===== src/rtl/load_stall_ctrl_if.sv =====
// Handshake bundle between the EX/MEM-side pipeline, the load sequencer and the data-memory port.
// Latency: none, this is wiring only.
// Backpressure: dm_gnt/dm_rvalid from memory; stall_hold back to the hazard controller.
interface load_stall_ctrl_if #(
   parameter int ADDR_W = 32,
   parameter int DATA_W = 32
);
   logic              ld_req;
   logic [ADDR_W-1:0] ld_addr;
   logic              dm_req;
   logic [ADDR_W-1:0] dm_addr;
   logic              dm_gnt;
   logic              dm_rvalid;
   logic [DATA_W-1:0] dm_rdata;
   logic              stall_hold;
   logic [DATA_W-1:0] ld_data;
   logic              ld_data_valid;
   logic              ld_err;

   // Environment side: pipeline plus data memory
   modport master (
      output ld_req, ld_addr, dm_gnt, dm_rvalid, dm_rdata,
      input  dm_req, dm_addr, stall_hold, ld_data, ld_data_valid, ld_err
   );

   // Sequencer side
   modport slave (
      input  ld_req, ld_addr, dm_gnt, dm_rvalid, dm_rdata,
      output dm_req, dm_addr, stall_hold, ld_data, ld_data_valid, ld_err
   );
endinterface


===== src/rtl/load_stall_ctrl.sv =====
// Multi-cycle data-memory load sequencer; freezes the pipeline until read data returns.
// Latency: stall = 1 + REQ cycles + WAIT cycles, then one DONE release cycle with ld_data valid.
// Backpressure: holds dm_req/dm_addr until dm_gnt; optional watchdog via LOAD_STALL_TIMEOUT_EN.
module load_stall_ctrl #(
   parameter int ADDR_W  = 32,
   parameter int DATA_W  = 32,
   parameter int TIMEOUT = 15
) (
   input logic              clk,
   input logic              rst_n,
   load_stall_ctrl_if.slave bus
);

   typedef enum logic [1:0] {
      S_IDLE = 2'd0,
      S_REQ  = 2'd1,
      S_WAIT = 2'd2,
      S_DONE = 2'd3
   } state_t;

   state_t            state_q;
   logic              dm_req_q;
   logic [ADDR_W-1:0] dm_addr_q;
   logic [DATA_W-1:0] ld_data_q;
   logic              ld_data_valid_q;
   logic              data_hit;
   logic              tmo_hit;
   logic              busy;

   // A watchdog of zero cycles would make every load fail immediately
   if (TIMEOUT < 1) begin : g_tmo_chk
      $error("load_stall_ctrl: TIMEOUT must be at least 1");
   end

   // Read data is only accepted while the load is in flight; in REQ it must come with the grant
   assign data_hit = ((state_q == S_REQ)  && bus.dm_gnt && bus.dm_rvalid) ||
                     ((state_q == S_WAIT) && bus.dm_rvalid);

   assign busy = (state_q == S_REQ) || (state_q == S_WAIT);

`ifdef LOAD_STALL_TIMEOUT_EN
   localparam int               CNT_W   = $clog2(TIMEOUT + 1);
   localparam logic [CNT_W-1:0] TMO_VAL = CNT_W'(TIMEOUT);

   logic [CNT_W-1:0] tmo_cnt_q;
   logic [CNT_W-1:0] tmo_cnt_d;
   logic             ld_err_q;

   // Counter value including the current REQ/WAIT cycle; data arriving in that cycle beats the timeout
   assign tmo_cnt_d = tmo_cnt_q + CNT_W'(1);
   assign tmo_hit   = busy && (tmo_cnt_d == TMO_VAL) && !data_hit;

   // Watchdog counter, cleared on entry to REQ, counting every REQ/WAIT cycle; sticky error flag
   always_ff @(posedge clk or negedge rst_n) begin
      if (!rst_n) begin
         tmo_cnt_q <= '0;
         ld_err_q  <= 1'b0;
      end else begin
         if ((state_q == S_IDLE) && bus.ld_req) begin
            tmo_cnt_q <= '0;
         end else if (busy) begin
            tmo_cnt_q <= tmo_cnt_d;
         end
         if (tmo_hit) begin
            ld_err_q <= 1'b1;
         end
      end
   end

   assign bus.ld_err = ld_err_q;
`else
   assign tmo_hit    = 1'b0;
   assign bus.ld_err = 1'b0;
`endif

   // Load sequencing FSM with registered memory-side and MEM/WB-side outputs
   always_ff @(posedge clk or negedge rst_n) begin
      if (!rst_n) begin
         state_q         <= S_IDLE;
         dm_req_q        <= 1'b0;
         dm_addr_q       <= '0;
         ld_data_q       <= '0;
         ld_data_valid_q <= 1'b0;
      end else begin
         ld_data_valid_q <= 1'b0;
         case (state_q)
            S_IDLE: begin
               if (bus.ld_req) begin
                  state_q   <= S_REQ;
                  dm_req_q  <= 1'b1;
                  dm_addr_q <= bus.ld_addr;
               end
            end
            S_REQ: begin
               if (data_hit) begin
                  state_q         <= S_DONE;
                  dm_req_q        <= 1'b0;
                  ld_data_q       <= bus.dm_rdata;
                  ld_data_valid_q <= 1'b1;
               end else if (tmo_hit) begin
                  state_q         <= S_DONE;
                  dm_req_q        <= 1'b0;
                  ld_data_q       <= '0;
                  ld_data_valid_q <= 1'b1;
               end else if (bus.dm_gnt) begin
                  state_q  <= S_WAIT;
                  dm_req_q <= 1'b0;
               end
            end
            S_WAIT: begin
               if (data_hit) begin
                  state_q         <= S_DONE;
                  ld_data_q       <= bus.dm_rdata;
                  ld_data_valid_q <= 1'b1;
               end else if (tmo_hit) begin
                  state_q         <= S_DONE;
                  ld_data_q       <= '0;
                  ld_data_valid_q <= 1'b1;
               end
            end
            S_DONE: begin
               // The same load is still sitting in ID/EX here, so ld_req must not restart it
               state_q <= S_IDLE;
            end
            default: begin
               state_q  <= S_IDLE;
               dm_req_q <= 1'b0;
            end
         endcase
      end
   end

   // Mealy in IDLE so the pipeline freezes in the same cycle the load shows up; Moore elsewhere
   assign bus.stall_hold    = (state_q == S_IDLE) ? bus.ld_req : (state_q != S_DONE);
   assign bus.dm_req        = dm_req_q;
   assign bus.dm_addr       = dm_addr_q;
   assign bus.ld_data       = ld_data_q;
   assign bus.ld_data_valid = ld_data_valid_q;

endmodule


===== src/flat_wrapper.sv =====
// flat-port wrapper written by rule: the top's interface ports become plain ports
module load_stall_ctrl_flat 
#(
   parameter int ADDR_W  = 32,
   parameter int DATA_W  = 32,
   parameter int TIMEOUT = 15
)
  (clk, rst_n, bus_ld_req, bus_ld_addr, bus_dm_gnt, bus_dm_rvalid, bus_dm_rdata, bus_dm_req, bus_dm_addr, bus_stall_hold, bus_ld_data, bus_ld_data_valid, bus_ld_err);
  load_stall_ctrl_if #(.ADDR_W(ADDR_W), .DATA_W(DATA_W)) bus_i ();
  input logic clk;
  input logic rst_n;
  input wire logic [$bits(bus_i.ld_req)-1:0] bus_ld_req;
  input wire logic [$bits(bus_i.ld_addr)-1:0] bus_ld_addr;
  input wire logic [$bits(bus_i.dm_gnt)-1:0] bus_dm_gnt;
  input wire logic [$bits(bus_i.dm_rvalid)-1:0] bus_dm_rvalid;
  input wire logic [$bits(bus_i.dm_rdata)-1:0] bus_dm_rdata;
  output wire logic [$bits(bus_i.dm_req)-1:0] bus_dm_req;
  output wire logic [$bits(bus_i.dm_addr)-1:0] bus_dm_addr;
  output wire logic [$bits(bus_i.stall_hold)-1:0] bus_stall_hold;
  output wire logic [$bits(bus_i.ld_data)-1:0] bus_ld_data;
  output wire logic [$bits(bus_i.ld_data_valid)-1:0] bus_ld_data_valid;
  output wire logic [$bits(bus_i.ld_err)-1:0] bus_ld_err;
  assign bus_i.ld_req = bus_ld_req;
  assign bus_i.ld_addr = bus_ld_addr;
  assign bus_i.dm_gnt = bus_dm_gnt;
  assign bus_i.dm_rvalid = bus_dm_rvalid;
  assign bus_i.dm_rdata = bus_dm_rdata;
  assign bus_dm_req = bus_i.dm_req;
  assign bus_dm_addr = bus_i.dm_addr;
  assign bus_stall_hold = bus_i.stall_hold;
  assign bus_ld_data = bus_i.ld_data;
  assign bus_ld_data_valid = bus_i.ld_data_valid;
  assign bus_ld_err = bus_i.ld_err;
  load_stall_ctrl #(.ADDR_W(ADDR_W), .DATA_W(DATA_W), .TIMEOUT(TIMEOUT)) u_core (.clk(clk), .rst_n(rst_n), .bus(bus_i));
endmodule

===== config.mk =====
export PLATFORM = sky130hd
export DESIGN_NAME = load_stall_ctrl_flat
export DESIGN_NICKNAME = d
export VERILOG_FILES = /design/src/rtl/load_stall_ctrl_if.sv /design/src/rtl/load_stall_ctrl.sv /design/src/flat_wrapper.sv
export SDC_FILE = /design/constraint.sdc
export NUM_CORES = 1
export LEC_CHECK = 0
export ABC_CLOCK_PERIOD_IN_PS = 1770
export BUFFER_PORTS_ARGS = -buffer_cell sky130_fd_sc_hd__buf_2
export CAP_MARGIN = 40
export CELL_PAD_IN_SITES_DETAIL_PLACEMENT = 0
export CELL_PAD_IN_SITES_GLOBAL_PLACEMENT = 2
export CORE_MARGIN = 2
export CORE_UTILIZATION = 29
export DETAILED_ROUTE_END_ITERATION = 7
export PLACE_DENSITY_LB_ADDON = 0.1
export SYNTH_ARGS = -nofsm -noshare
export SYNTH_HDL_FRONTEND = slang
export SYNTH_SLANG_ARGS = --single-unit

===== constraint.sdc =====
create_clock -name clk -period 1.77 [get_ports clk]
set_input_delay 0.0885 -clock clk [delete_from_list [all_inputs] [get_ports clk]]
set_output_delay 0.0885 -clock clk [all_outputs]
set_load 0.01 [all_outputs]

# [After elaboration in Yosys (flattened, before gate mapping)]
# Index checks and enable logic that the tools add are counted.
[totals] register_bits=68 in_bits=69 output_inout_bits=68 wordCells=35
[classes] eq_ne=7 n_mux=12 n_reduce_logical=11
[op_table] cell="$mux W2" count=4
[op_table] cell="$pmux W2 S4" count=1
[op_table] cell="$mux W1" count=6
[op_table] cell="$reduce_and A3 Y1" count=2
[op_table] cell="$eq A2 B2 Y1 const B" count=2
[op_table] cell="$ne A2 B2 Y1 const B" count=2
[op_table] cell="$reduce_and A2 Y1" count=2
[op_table] cell="$logic_and A1 B1 Y1" count=3
[op_table] cell="$ne A3 B2 Y1 const B" count=1
[op_table] cell="$eq A2 B1 Y1 const B" count=1
[op_table] cell="$logic_not A2 Y1" count=1
[op_table] cell="$ne A2 B1 Y1 const B" count=1
[op_table] cell="$pmux W1 S2" count=1
[op_table] cell="$reduce_bool A2 Y1" count=1
[op_table] cell="$reduce_or A2 Y1" count=1
[op_table] cell="$logic_or A1 B1 Y1" count=1

# [Longest topological paths before layout]
[logic_depth] depth_word=6 depth_mapped=6

# [Worst setup path after synthesis]
# Ideal clock, no wire load.
[synth_timing] path_kind="register to register" startpoint="register u_core.state_q[0]" endpoint="register u_core.ld_data_q[10], in the netlist u_core.bus.ld_data[10]" arrival_time_ps=1476 setup_slack_ps=169 stages_incl_launch_ff=7 n_path_buf=1 cell_sequence="dfrtp_1 inv_1 ha_1 nand2_1 nor2_4 buf_6 mux2_2"
[synth_via] elab_chain_cells=5
[synth_rtl] item="from (decl)" line="load_stall_ctrl.sv:21" text="state_t state_q;"
[synth_rtl] item="from (signal assigned)" line="load_stall_ctrl.sv:79" text="state_q <= S_IDLE;"
[synth_rtl] item="from (signal assigned)" line="load_stall_ctrl.sv:89" text="state_q <= S_REQ;"
[synth_rtl] item="from (signal assigned)" line="load_stall_ctrl.sv:96" text="state_q <= S_DONE;"
[synth_rtl] item="$eq A2 B1 Y1"
[synth_rtl] item="$logic_and A1 B1 Y1 (2 in series)" line="load_stall_ctrl.sv:36" text="assign data_hit = ((state_q == S_REQ) && bus.dm_gnt && bus.dm_rvalid) ||"
[synth_rtl] item="$logic_or A1 B1 Y1" line="load_stall_ctrl.sv:36"
[synth_rtl] item="$reduce_and A2 Y1 (no source line) (*)"
[synth_rtl] item="to (signal assigned)" line="load_stall_ctrl.sv:98" text="ld_data_q <= bus.dm_rdata;"
[synth_rtl] item="to (signal assigned)" line="load_stall_ctrl.sv:113" text="ld_data_q <= bus.dm_rdata;"
[synth_rtl] item="to (decl)" line="load_stall_ctrl.sv:24" text="logic [DATA_W-1:0] ld_data_q;"
# Mark *: on every way between the ends. The rest lies on a longest branch, timed or not.
# A chain may end at the register's enable or synchronous reset.

# [Worst setup path in the final report]
[layout_timing] startpoint="register u_core.state_q[1]" endpoint="register u_core.ld_data_q[30], in the netlist u_core.bus.ld_data[30]"
# The elaborated chain is that of the path after synthesis.

==> flow_summary.json <==
{
  "outcome": "finished, final reports clean",
  "wl_per_cell_um": 13.9,
  "r2r_end": "u_core.bus.ld_data[30]",
  "place.gp.congestion": 0.653,
  "path_clk_slew_ns": 0.07,
  "worstRegToRegCells": 7,
  "syn_to_final_growth_pct": 66.5,
  "finalSetupViolCount": 0,
  "synth_area_um2": 2710,
  "syn_nets": 238,
  "diodes": 0,
  "fin_crit_sh_pct": 94.4,
  "ant_nets": 0,
  "drt_wl_total_um": 6940,
  "clock_tree.buffer_depth": 2,
  "ys_ff_latch": 68,
  "slew_violations": 0,
  "cts_root_buf": "clkbuf_8",
  "cp.arrival_ns": 1.89,
  "rsz0062_at_grt": "false",
  "grt_pass1_wl_um": 10400,
  "design_area_um2": 4510,
  "cp.required_ns": 1.99,
  "crit_fanout": 7,
  "synth_cell_types": 21,
  "start_kind": "flop",
  "regToRegSetupSlack_ns": 0.1,
  "via_per_inst": 4.29,
  "yosysSeqAreaShare_pct": 62.9,
  "place.detailed.hpwl_um": 4330,
  "io_buffers": 135,
  "die_x_um": 101,
  "synthCells": 165,
  "critical_path_buf_inv_count": 3,
  "fin_cells": 498,
  "worst_path_max_delay_cell": "dfrtp_1",
  "crit_cells": 7,
  "antenna_found_initial": 0,
  "grt_usage_pct": 13.5,
  "grt_max_degree": 69,
  "drt_iter0_markers": 18,
  "hold_class": "in2reg",
  "slowest_delay_ns": 0.38,
  "drt-pass1-iter-count": 4,
  "cts_tree": "done",
  "layout_min_cycle_time_ns": 1.67,
  "route.vias.total": 2136,
  "fin_hold_ws_ns": 0.0859,
  "reg2reg_from": "u_core.state_q[1]",
  "insertion_delay_ns": 0.34,
  "max_freq_ghz": 0.598,
  "drive_above_1_share_pct": 61.0,
  "fillCellCount": 849,
  "dp.cells": 410,
  "finalSetupTns_ns": 0,
  "dieArea_um2": 10100,
  "remaining_drc_errors": 0,
  "drv_cap": 0,
  "detailed_place.area_um2": 3520,
  "irDropWorstVdd_mv": 0.754,
  "cts_buffers": 9,
  "grt_pass1_vias": 2150,
  "die_y_um": 101,
  "hp-start": "bus_ld_req",
  "power_density_nw_per_um2": 1630,
  "yosysWarnings": 0,
  "endpoint_kind": "flop",
  "critPathLaunch": "u_core.state_q[1]",
  "post_synth.cell_area_avg_um2": 16.4,
  "initial_utilization_pct": 29.6,
  "clock_sinks": 68,
  "p_leak_nw": 2.18,
  "grt-ovfl-total": 0,
  "crit_chain": "buf_4 > ha_1 > a21oi_2 > nor2_4 > buf_12 > buf_6 > mux2_4",
  "hold_viol": 0,
  "htreeDepth": 3,
  "worst_clock_skew_ns": 0.00650,
  "cp-endpoint": "u_core.bus.ld_data[30]",
  "ios": 137,
  "rows": 35,
  "crit_type": "reg2reg",
  "cp_top_family": "buffers and inverters",
  "core_um2": 9150,
  "power_mw": 7.33,
  "final_nets": 456
}
==> metal layers <==
layer  up-vias  routed length (um)  track usage, %
met4         0                  92            5.90
met3         8                 331            3.81
li1       1014                   -               -
met5         -                   0               0
met1      1045                3010            15.8
met2        69                3510            23.1
==> cell usage in the layout (no fill, tap or decap), types with 2 or more instances in the layout <==
cell           count
mux2_4             3
nor2_1             3
dfrtp_1           68
buf_12             4
clkbuf_8          10
nand2_2            2
o21ai_0            3
dlygate4sd3_1     65
clkbuf_16          2
clkinvlp_4         2
ha_2               2
and2b_1            2
buf_2            135
ha_1               2
a21oi_1            2
buf_4              6
mux2_2            62
==> tightest hold or removal path: cells and delay by family <==
family,cells,cell delay (ns)
AO/OA/AOI/OAI,2,0.18
buffers and inverters,1,0.10
==> cell type report <==
cell class	instances	area [um^2]	area share, %
inverters	2	7.51	0.167
multi-input cells	88	922	20.5
clock inverters	4	50.0	1.11
repair buffers	214	1550	34.3
clock buffers	11	141	3.14
flip-flops and latches	68	1700	37.8
well taps	111	139	3.08
==> registers in the layout, summed over array words and instances (netlist names) <==
register	count
u_core.bus.ld_data	32
u_core.bus.dm_addr	32
u_core.state_q	2
u_core.bus.ld_data_valid	1
u_core.bus.dm_req	1
==> power by group <==
part / switching, mW / internal (mW)
Clock: 0.592 / 0.680
Combinational: 1.45 / 1.91
Sequential: 0.352 / 2.35
Total: 2.39 / 4.94
==> stage by stage <==
step	worst slack, ns	utilization, %
detailed placement	0.0340	38.5
global placement	0.102	38.5
floorplan	0.169	-
global route	0.00767	49.2
finish	0.0988	49.2
CTS	0.00623	48.0
==> cell families after synthesis <==
| logic type | synth area share (%) |
|---|---|
| buffers and inverters | 3.33 |
| AND/OR/NAND/NOR | 2.03 |
| AO/OA/AOI/OAI | 2.31 |
| multiplexers | 27.5 |
| flip-flops | 62.9 |
| other | 0.139 |
| adder cells (fa/ha/maj) | 1.85 |
==> Yosys cell counts <==
library cell	count	area, um^2
nand2_1	1	3.75
mux2_4	3	45.0
or2b_1	1	7.51
nor2_1	3	11.3
mux2_2	62	698
a21oi_2	1	8.76
nand2_2	1	6.26
buf_4	1	7.51
dfrtp_1	68	1700
a21oi_1	2	10.0
buf_6	3	33.8
ha_1	4	50.1
clkbuf_8	3	41.3
o21ai_0	3	15.0
a211oi_1	1	7.51
conb_1	1	3.75
o2bb2ai_1	1	8.76
and2b_1	2	15.0
a211oi_2	1	12.5
inv_1	2	7.51
nor2_4	1	11.3
==> repair_timing <==
item	in CTS	in global routing
cloned	1	3
pin swaps	0	1
hold buffers	65	0
resized for setup	0	4
setup buffers	0	4
endpoints found under the setup margin	1	32
endpoints found under the hold margin	132	0
==> worst min path at each step <==
stage / cells after the start / endpoint
6_report: 3 / u_core.bus.dm_req
5_1_grt: 3 / u_core.bus.dm_req
4_1_cts: 3 / u_core.bus.dm_req
3_5_place_dp: 2 / u_core.bus.ld_data[31]
3_3_place_gp: 2 / u_core.bus.ld_data[31]
2_1_floorplan: 0 / u_core.bus.dm_addr[0]
Note: power is estimated with default switching activity, not from simulation.
